File: config.mk
export PLATFORM = sky130hd
export DESIGN_NAME = instr_feeder_flat
export DESIGN_NICKNAME = d
export VERILOG_FILES = /design/src/rtl/instr_feeder_if.sv /design/src/rtl/instr_feeder.sv /design/src/flat_wrapper.sv
export SDC_FILE = /design/constraint.sdc
export NUM_CORES = 1
export LEC_CHECK = 0
export CORE_MARGIN = 4
export CORE_UTILIZATION = 50
export CTS_BUF_LIST = sky130_fd_sc_hd__clkbuf_2
export CTS_CLUSTER_DIAMETER = 50
export DETAILED_ROUTE_END_ITERATION = 16
export PLACE_DENSITY_LB_ADDON = 0.1
export SYNTH_ARGS = -nofsm -noshare
export SYNTH_HDL_FRONTEND = slang
export SYNTH_SLANG_ARGS = --single-unit
File: constraint.sdc
create_clock -name clk -period 10.75 [get_ports clk]
set_input_delay 2.15 -clock clk [delete_from_list [all_inputs] [get_ports clk]]
set_output_delay 2.15 -clock clk [all_outputs]
set_load 0.02 [all_outputs]
File: src/rtl/instr_feeder_if.sv
// Instruction feeder bus: processor tick input, program-load port, run
// request, and the instruction/status outputs back to the controller.
interface instr_feeder_if #(
  parameter int DEPTH = 16,
  parameter int AW    = $clog2(DEPTH)
);
  logic [3:0]  tick;       // processor one-hot tick state
  logic        prog_we;    // program word write strobe
  logic [AW-1:0] prog_addr; // program word address
  logic [8:0]  prog_data;  // program word
  logic [AW:0] prog_len;   // number of valid words, sampled at start
  logic        run;        // start request
  logic [8:0]  din;        // instruction/immediate to the processor
  logic [AW:0] pc;         // current word index
  logic        busy;       // high while armed or running
  logic        done;       // one-cycle completion pulse
  logic        err;        // sticky: MOV_I was last word without immediate

  // Controller / processor side drives the requests and the tick.
  modport master (
    output tick, prog_we, prog_addr, prog_data, prog_len, run,
    input  din, pc, busy, done, err
  );

  // The feeder consumes requests and produces the instruction stream.
  modport slave (
    input  tick, prog_we, prog_addr, prog_data, prog_len, run,
    output din, pc, busy, done, err
  );
endinterface

File: src/rtl/instr_feeder.sv
// instr_feeder: small loadable program memory that drives the processor's
// 9-bit din input in lock-step with its one-hot tick FSM. The instruction is
// presented in the fetch tick; for MOV_I the following word is presented as
// the immediate in the decode tick of the same round.
module instr_feeder #(
  parameter int DEPTH = 16,
  parameter int AW    = $clog2(DEPTH)
) (
  input logic          clk,
  input logic          rst,
  instr_feeder_if.slave bus
);

  typedef enum logic [1:0] {
    ST_IDLE = 2'd0,
    ST_ARM  = 2'd1,
    ST_RUN  = 2'd2
  } state_e;

  localparam logic [2:0]  OP_MOVI     = 3'b111;
  localparam logic [3:0]  TICK_FETCH  = 4'b0001;
  localparam logic [3:0]  TICK_DECODE = 4'b0010;
  localparam logic [3:0]  TICK_LAST   = 4'b1000;
  localparam logic [AW:0] PC_ZERO     = (AW+1)'(0);
  localparam logic [AW:0] PC_ONE      = (AW+1)'(1);
  localparam logic [AW:0] PC_TWO      = (AW+1)'(2);

  // Architectural state
  state_e        state_q, state_d;
  logic [AW:0]   pc_q,    pc_d;
  logic [AW:0]   len_q,   len_d;
  logic [2:0]    op_q,    op_d;
  logic          err_q,   err_d;
  logic          done_q,  done_d;
  logic          busy_q,  busy_d;

  // Program storage; deliberately has no reset so programs survive rst.
  logic [8:0]    mem_q [DEPTH];

  // Datapath helpers
  logic [AW:0]   pc_inc1_s;
  logic [AW:0]   pc_inc2_s;
  logic [AW-1:0] fetch_addr_s;
  logic [AW-1:0] imm_addr_s;
  logic [8:0]    fetch_word_s;
  logic [8:0]    imm_word_s;
  logic          pc_lt_len_s;
  logic          imm_avail_s;
  logic          start_empty_s;
  logic [8:0]    din_s;

  // pc is one bit wider than an address so it can reach DEPTH; only the low
  // AW bits index memory, and memory is only read while pc < len.
  assign pc_inc1_s     = pc_q + PC_ONE;
  assign pc_inc2_s     = pc_q + PC_TWO;
  assign fetch_addr_s  = pc_q[AW-1:0];
  assign imm_addr_s    = pc_inc1_s[AW-1:0];
  assign fetch_word_s  = mem_q[fetch_addr_s];
  assign imm_word_s    = mem_q[imm_addr_s];
  assign pc_lt_len_s   = (pc_q < len_q);
  assign imm_avail_s   = (pc_inc1_s < len_q);
  assign start_empty_s = (bus.prog_len == PC_ZERO);

  // Program memory write port, open only while idle.
  always_ff @(posedge clk) begin
    if (state_q == ST_IDLE && bus.prog_we) begin
      mem_q[bus.prog_addr] <= bus.prog_data;
    end
  end

  // din mux: combinational so it is stable for the whole tick cycle.
  always_comb begin
    din_s = 9'd0;
    case (state_q)
      ST_RUN: begin
        case (bus.tick)
          TICK_FETCH: begin
            if (pc_lt_len_s) begin
              din_s = fetch_word_s;
            end else begin
              din_s = 9'd0;
            end
          end
          TICK_DECODE: begin
            if (op_q == OP_MOVI && imm_avail_s) begin
              din_s = imm_word_s;
            end else begin
              din_s = 9'd0;
            end
          end
          default: din_s = 9'd0;
        endcase
      end
      default: din_s = 9'd0;
    endcase
  end

  // Next-state logic for the IDLE/ARM/RUN sequencer and its counters.
  always_comb begin
    state_d = state_q;
    pc_d    = pc_q;
    len_d   = len_q;
    op_d    = op_q;
    err_d   = err_q;
    done_d  = 1'b0;
    case (state_q)
      ST_IDLE: begin
        if (bus.run) begin
          len_d = bus.prog_len;
          pc_d  = PC_ZERO;
          err_d = 1'b0;
          op_d  = 3'd0;
          if (start_empty_s) begin
            // Nothing to feed: complete immediately without arming.
            state_d = ST_IDLE;
            done_d  = 1'b1;
          end else begin
            state_d = ST_ARM;
          end
        end else begin
          state_d = ST_IDLE;
        end
      end
      ST_ARM: begin
        // Leave ARM on the last tick so RUN starts exactly on a fetch tick.
        if (bus.tick == TICK_LAST) begin
          state_d = ST_RUN;
        end else begin
          state_d = ST_ARM;
        end
      end
      ST_RUN: begin
        case (bus.tick)
          TICK_FETCH: begin
            if (pc_lt_len_s) begin
              op_d = fetch_word_s[8:6];
              if (fetch_word_s[8:6] != OP_MOVI) begin
                pc_d = pc_inc1_s;
              end else begin
                // MOV_I: hold pc, the immediate is consumed in decode.
                pc_d = pc_q;
              end
            end else begin
              op_d = op_q;
            end
          end
          TICK_DECODE: begin
            if (op_q == OP_MOVI) begin
              if (imm_avail_s) begin
                pc_d = pc_inc2_s;
              end else begin
                // MOV_I was the final word: flag it and finish the round.
                err_d = 1'b1;
                pc_d  = len_q;
              end
            end else begin
              pc_d = pc_q;
            end
          end
          TICK_LAST: begin
            if (!pc_lt_len_s) begin
              state_d = ST_IDLE;
              done_d  = 1'b1;
            end else begin
              state_d = ST_RUN;
            end
          end
          default: state_d = ST_RUN;
        endcase
      end
      default: begin
        state_d = ST_IDLE;
      end
    endcase
    busy_d = (state_d != ST_IDLE);
  end

  // State and status registers with synchronous active-high reset.
  always_ff @(posedge clk) begin
    if (rst) begin
      state_q <= ST_IDLE;
      pc_q    <= PC_ZERO;
      len_q   <= PC_ZERO;
      op_q    <= 3'd0;
      err_q   <= 1'b0;
      done_q  <= 1'b0;
      busy_q  <= 1'b0;
    end else begin
      state_q <= state_d;
      pc_q    <= pc_d;
      len_q   <= len_d;
      op_q    <= op_d;
      err_q   <= err_d;
      done_q  <= done_d;
      busy_q  <= busy_d;
    end
  end

  assign bus.din  = din_s;
  assign bus.pc   = pc_q;
  assign bus.busy = busy_q;
  assign bus.done = done_q;
  assign bus.err  = err_q;

  instr_feeder_chk #(.AW(AW)) u_chk (
    .clk    (clk),
    .rst    (rst),
    .busy_i (busy_q),
    .done_i (done_q),
    .din_i  (din_s),
    .pc_i   (pc_q),
    .len_i  (len_q)
  );

endmodule

// instr_feeder_chk: structural invariants of the feeder outputs.
module instr_feeder_chk #(
  parameter int AW = 4
) (
  input logic        clk,
  input logic        rst,
  input logic        busy_i,
  input logic        done_i,
  input logic [8:0]  din_i,
  input logic [AW:0] pc_i,
  input logic [AW:0] len_i
);

  // An idle feeder never drives the instruction bus.
  a_idle_quiet: assert property (@(posedge clk) disable iff (rst)
    (!busy_i |-> din_i == 9'd0));

  // Completion is only signalled from IDLE.
  a_done_idle: assert property (@(posedge clk) disable iff (rst)
    (done_i |-> !busy_i));

  // While active, pc never runs past the programmed length.
  a_pc_bound: assert property (@(posedge clk) disable iff (rst)
    (busy_i |-> pc_i <= len_i));

endmodule

File: src/flat_wrapper.sv
// flat-port wrapper written by rule: the top's interface ports become plain ports
module instr_feeder_flat 
#(
  parameter int DEPTH = 16,
  parameter int AW    = $clog2(DEPTH)
)
  (clk, rst, bus_tick, bus_prog_we, bus_prog_addr, bus_prog_data, bus_prog_len, bus_run, bus_din, bus_pc, bus_busy, bus_done, bus_err);
  instr_feeder_if #(.DEPTH(DEPTH), .AW(AW)) bus_i ();
  input logic clk;
  input logic rst;
  input wire logic [$bits(bus_i.tick)-1:0] bus_tick;
  input wire logic [$bits(bus_i.prog_we)-1:0] bus_prog_we;
  input wire logic [$bits(bus_i.prog_addr)-1:0] bus_prog_addr;
  input wire logic [$bits(bus_i.prog_data)-1:0] bus_prog_data;
  input wire logic [$bits(bus_i.prog_len)-1:0] bus_prog_len;
  input wire logic [$bits(bus_i.run)-1:0] bus_run;
  output wire logic [$bits(bus_i.din)-1:0] bus_din;
  output wire logic [$bits(bus_i.pc)-1:0] bus_pc;
  output wire logic [$bits(bus_i.busy)-1:0] bus_busy;
  output wire logic [$bits(bus_i.done)-1:0] bus_done;
  output wire logic [$bits(bus_i.err)-1:0] bus_err;
  assign bus_i.tick = bus_tick;
  assign bus_i.prog_we = bus_prog_we;
  assign bus_i.prog_addr = bus_prog_addr;
  assign bus_i.prog_data = bus_prog_data;
  assign bus_i.prog_len = bus_prog_len;
  assign bus_i.run = bus_run;
  assign bus_din = bus_i.din;
  assign bus_pc = bus_i.pc;
  assign bus_busy = bus_i.busy;
  assign bus_done = bus_i.done;
  assign bus_err = bus_i.err;
  instr_feeder #(.DEPTH(DEPTH), .AW(AW)) u_core (.clk(clk), .rst(rst), .bus(bus_i));
endmodule
**Word level (Yosys, flattened, before mapping)**

Memory sizes are Yosys's and may differ from the RTL's. A register that Yosys moved wholly into a read port is not among the register bits.
Index checks and enable logic that the tools add are counted.
W data, S select, Z words.

- Bits in registers: 18
- Bits in writable memories: 144
- Input bits: 26
- Word-level logic and storage cells: 75
- Memories kept: 1

Memories:

| memory | words | bits a word | read ports | clocked after memory_dff | write ports | line | RTL |
|---|---|---|---|---|---|---|---|
| u_core.mem_q | 16 | 9 | 2 | 1 | 1 | instr_feeder.sv:38 | `logic [8:0] mem_q [DEPTH];` |

- $add $sub $neg: 2
- Order comparisons: 2
- Equality and inequality tests: 17
- Multiplexer cells: 35
- Reductions and logical operators: 11

Operators by type and width:

| kind | count |
|---|---|
| $mux W9 | 3 |
| $mux W5 | 5 |
| $pmux W5 S2 | 2 |
| $pmux W9 S2 | 1 |
| $mux W1 | 12 |
| $lt A5 B5 Y1 | 2 |
| $mux W3 | 3 |
| $ne A3 B2 Y1 const B | 3 |
| $mux W4 | 2 |
| $ne A2 B2 Y1 const B | 4 |
| $ne A3 B3 Y1 const B | 2 |
| $pmux W2 S3 | 1 |
| $pmux W3 S2 | 1 |
| $reduce_and A6 Y1 | 1 |
| $add A5 B1 Y5 const B | 1 |
| $add A5 B2 Y5 const B | 1 |
| $logic_not A5 Y1 | 1 |
| $reduce_and A5 Y1 | 1 |
| $eq A4 B1 Y1 const B | 1 |
| $eq A4 B2 Y1 const B | 1 |
| $eq A4 B4 Y1 const B | 1 |
| $mux W2 | 2 |
| $ne A2 B1 Y1 const B | 2 |
| $pmux W1 S2 | 2 |
| 10 further kinds | 12 |

**Depth between registers and ports, before layout**

- Depth in word-level cells: 8
- Gate-level depth with buffers: 13
- Mapped depth without buffers: 11

**Least setup slack after synthesis**

OpenSTA, ideal clock, no wires.

- Path type: input to output
- Start: in bus_tick[3]
- End: out bus_din[8]
- Data arrival time: 3499 ps
- Required time: 8600 ps
- Slack: 5101 ps
- Stages on the path: 4
- Path buffers: 0
- Path through: or4b_1 nor2_2 nand2_1 o21ai_1

- Word-level cells in the longest chain between the ends: 3
- Elaborated cells on any way between the ends: 4
- Those cells by class: eq/ne: 2; mux: 2

RTL lines:

| element | line | RTL |
|---|---|---|
| from (decl) | flat_wrapper.sv:11 | `input wire logic [$bits(bus_i.tick)-1:0] bus_tick;` |
| $eq A4 B2 Y1 / $eq A4 B1 Y1 (equally long branches) | instr_feeder.sv:76 | `case (bus.tick)` |
| $pmux W9 S2 (*) | instr_feeder.sv:76 |  |
| $mux W9 (*) | instr_feeder.sv:74 | `case (state_q)` |
| to (decl) | flat_wrapper.sv:17 | `output wire logic [$bits(bus_i.din)-1:0] bus_din;` |

Mark *: on every way between the ends. The rest lies on a longest branch, timed or not.

**Final worst setup path**

Same ends and word-level chain as after synthesis.

==> impl_results.md <==
- Startpoint type of the worst setup path: primary input
- Number of antenna violations at the first check in global routing: 0
- Most used DFF post-synth: sky130_fd_sc_hd__edfxtp_1
- Number of buffers inserted for hold repair after clock tree synthesis: 0
- Upper clock frequency limit: 135 MHz
- Number of global-route vias before repair: 4,802
- Slack of the critical path: 3.34 ns
- Area post-placement: 8730 sq um
- Largest cells by area after synthesis: sky130_fd_sc_hd__edfxtp_1 (54%), sky130_fd_sc_hd__mux4_2 (23%), sky130_fd_sc_hd__dfxtp_1 (5.5%), sky130_fd_sc_hd__mux4_1 (2.3%), sky130_fd_sc_hd__ha_1 (1.6%)
- Clock period minus final worst setup slack: 7.41 ns
- Std-Cell Rows: 45
- Number of max-slew violations in the final report: 0
- Pre-CTS WS: 3.44 ns
- Post-synth EDFFs: 144
- Cell chain of the critical path: clkdlybuf4s50_1 > nor4b_4 > nand4_1 > nor2_1 > nand3_1 > o21ai_1 > clkdlybuf4s50_1
- Clock tree from TritonCTS: built
- Critical Path Sink Type: output pin
- Post-synthesis cell count: 465
- Hold/Removal Path Class: reg2reg
- Largest incremental delay on the critical path: 0.90 ns
- DP HPWL: 12.5 mm
- Max Buffers Root-to-Sink: 2
- Initial Util: 51.7%
- Cell-internal power: 816 uW
- CTS H-Tree Depth: 4
- First-pass GRT wire length: 29.5 mm
- Net count after synthesis: 501
- Clock insertion delay at the later pin of the skew report: 0.74 ns
- Power share of the combinational group: 5.8%
- Antenna diode count: 0
- Final global-route overflow total: 0
- DRC violations left: 0
- Master of the slowest instance on the critical path: sky130_fd_sc_hd__nor2_1
- Fraction of synthesis flops using an asynchronous set or reset pin: 0%
- Post-synthesis register bit count: 166
- Count of input and output buffers: 42
- ANT nets after route: 0
- Total Neg Setup Slack: 0 ns
- Most Frequent Cell on Critical Path: sky130_fd_sc_hd__clkdlybuf4s50_1
- Share of cells above drive strength 1: 27.6%
- Horizontal extent of the die: 134 um
- Number of setup violations in the final report: 0
- Tightest Pin Transition: 1.15 ns
- Setup skew after layout: 0.0457 ns
- Share of the clock period used by the worst path after layout: 69.0%
- Sequential share of power: 65.7%
- Drt first-iter violations: 476
- Count of synthesis-stage warnings from yosys: 0
- Global-route usage over all layers: 22.6%
- Power Density: 121 nW/um^2
- Worst slew margin: 22.9%
- DIE AREA: 18,000 sq um
- Layout Cell Area excl Fill: 8940 sq um
- Number of distinct standard cells referenced by the synthesized netlist: 54
- Layout fillers: 1,211
- Largest fanout on the critical path: 10
- Wire length reported by the detailed router: 19.3 mm
- Weighted congestion at the end of routability-driven global placement: 0.810
- Worst supply voltage drop on vdd: 0.0803 mV
- CTS Buf Count: 17
- Clock slew at reported path FFs: 0.20 ns
- Final Hold Violating Endpoints: 0
- RSZ-0062 raised after global routing: no
- Net switching share of the total power: 24.8%
- Growth of design area from synthesis to finish: 12.1%
- Area of the mapped netlist: 7970 sq um
- Required time at the worst-slack endpoint: 8.60 ns
- Cell at the root of the clock tree: sky130_fd_sc_hd__clkbuf_2
- Via density per instance: 6.47
- Net switching component of the power: 269 uW
- Result of the run: complete, no violations
- Setup Buffers After CTS: 0
- Cell family contributing the most delay on the critical path: simple AND/OR/NAND/NOR gates
- I/O pin total: 43
- Post-cts gate resize count: 0
- Number of search-and-repair iterations in the first detailed-routing pass: 5
- Total number of vias: 4,809
- Share of the yosys chip area belonging to registers: 59.8%
- Area of the core: 15,400 sq um
- Post-synthesis area per instance: 17.1 sq um
- Number of max-cap violations: 0
- Share of the synthesized area in the top cell type: 54.2%
- Die Ht: 134 um
- Arrival time of the worst setup path: 5.26 ns
- Routed wire per std cell: 26.0 um
- Leakage: 2.77 nW
- Number of sinks driven by the clock tree: 166
- Buffer and inverter count on the worst path: 2
- Net count, final: 556
- Kind of critical path: in2out
- Cell accounting for the most synthesized area: sky130_fd_sc_hd__edfxtp_1
- Pin count of the biggest net entering global routing: 46
- Clock network fraction of design power: 28.5%
- Overall power after layout: 1.08 mW
cell families after synthesis:
| group | count (synthesis) | share of synthesized area [%] |
|---|---|---|
| muxes | 87 | 24.9 |
| adders and majority gates | 10 | 1.57 |
| buffers and inverters | 35 | 1.98 |
| DFF | 166 | 59.8 |
| and+or+nand+nor | 118 | 7.53 |
| AOI/OAI and AO/OA | 45 | 3.80 |
| xor gates and xnor gates | 4 | 0.440 |
power groups by stage:
stage	Clock (mW)	Combinational [mW]	Sequential [mW]
6_report	0.309	0.0631	0.712
3_3_place_gp	0	0.0618	0.725
3_5_place_dp	0	0.0629	0.726
4_1_cts	0.315	0.0629	0.712
5_1_grt	0.344	0.0679	0.713
2_1_floorplan	0	0.0281	0.725
synthesized netlist by cell type, types with 2 or more instances:
cell,number
sky130_fd_sc_hd__xor2_1,3
sky130_fd_sc_hd__nand3_1,24
sky130_fd_sc_hd__a31oi_1,2
sky130_fd_sc_hd__mux4_2,80
sky130_fd_sc_hd__or4_1,2
sky130_fd_sc_hd__o21ai_0,2
sky130_fd_sc_hd__a21oi_1,18
sky130_fd_sc_hd__nand2b_1,4
sky130_fd_sc_hd__edfxtp_1,144
sky130_fd_sc_hd__buf_2,6
sky130_fd_sc_hd__buf_1,6
sky130_fd_sc_hd__nor2_1,28
sky130_fd_sc_hd__dfxtp_1,22
sky130_fd_sc_hd__ha_1,10
sky130_fd_sc_hd__a22oi_1,5
sky130_fd_sc_hd__or4b_1,2
sky130_fd_sc_hd__a21o_1,2
sky130_fd_sc_hd__nor3_1,12
sky130_fd_sc_hd__mux4_1,7
sky130_fd_sc_hd__and2_1,2
sky130_fd_sc_hd__o31ai_1,2
sky130_fd_sc_hd__clkbuf_1,12
sky130_fd_sc_hd__nand2_1,27
sky130_fd_sc_hd__o21ai_1,2
sky130_fd_sc_hd__and3_1,2
sky130_fd_sc_hd__nand4_1,2
sky130_fd_sc_hd__nor2b_1,2
sky130_fd_sc_hd__inv_1,9
worst min-delay path, stage by stage (launching register included):
cell and delay [ns]:
sky130_fd_sc_hd__dfxtp_1 0.36, sky130_fd_sc_hd__nand3_1 0.07, sky130_fd_sc_hd__a21oi_1 0.05
final timing paths:
path                         start              to  slack, ns  cells after the start
hold / removal      u_core.op_q[2]  u_core.op_q[2]       0.50                      2
hold reg to reg     u_core.op_q[2]  u_core.op_q[2]       0.50                      2
setup / recovery       bus_tick[3]      bus_din[8]       3.34                      7
setup reg to reg  u_core.bus.pc[0]        register       6.83                     10
layer usage:
metal	up-vias	GRT usage [%]	wire (um)
met4	0	7.30	541
met2	279	33.9	8990
met3	41	6.90	1800
met5	-	0	0
met1	2441	32.1	7990
li1	2048	-	-
sequential cells by signal (all words and copies together), names as in the netlist, named ones only:
register         flops
u_core.mem_q       144
u_core.op_q          3
u_core.bus.busy      1
u_core.len_q         5
u_core.bus.err       1
u_core.state_q       2
u_core.bus.done      1
u_core.bus.pc        5
metrics by stage:
| step | utilization [%] | hold slack [ns] | instances |
|---|---|---|---|
| after floorplan | - | 0.444 | 465 |
| after global placement | 56.6 | 0.458 | 712 |
| after detailed placement | 56.6 | 0.473 | 712 |
| after CTS | 57.9 | 0.495 | 743 |
| after global routing | 57.9 | 0.523 | 743 |
| final | 57.9 | 0.501 | 743 |
layout make-up:
cell class	instances	area [sq um]	share of cell area, %
sequential	166	4770	53.3
multi-input combinational	264	3090	34.6
timing repair buffer	62	571	6.38
tap	211	264	2.95
clock inverter	14	126	1.41
clock buffer	17	85.1	0.952
inverter	9	33.8	0.378
placed cells by master (no fill, tap or decap), drive strengths merged, types with 3 or more instances in the layout:
cell / n
inv: 13
buf: 20
nand2: 27
a22oi: 6
and2: 3
nand2b: 4
mux4: 87
clkinv: 7
o21ai: 4
or4b: 3
edfxtp: 144
dfxtp: 22
nor2: 29
clkbuf: 17
clkdlybuf4s50: 42
nand3: 24
xor2: 3
nor3: 13
a21oi: 18
ha: 10
No activity file was read; power rests on OpenSTA's default activity.
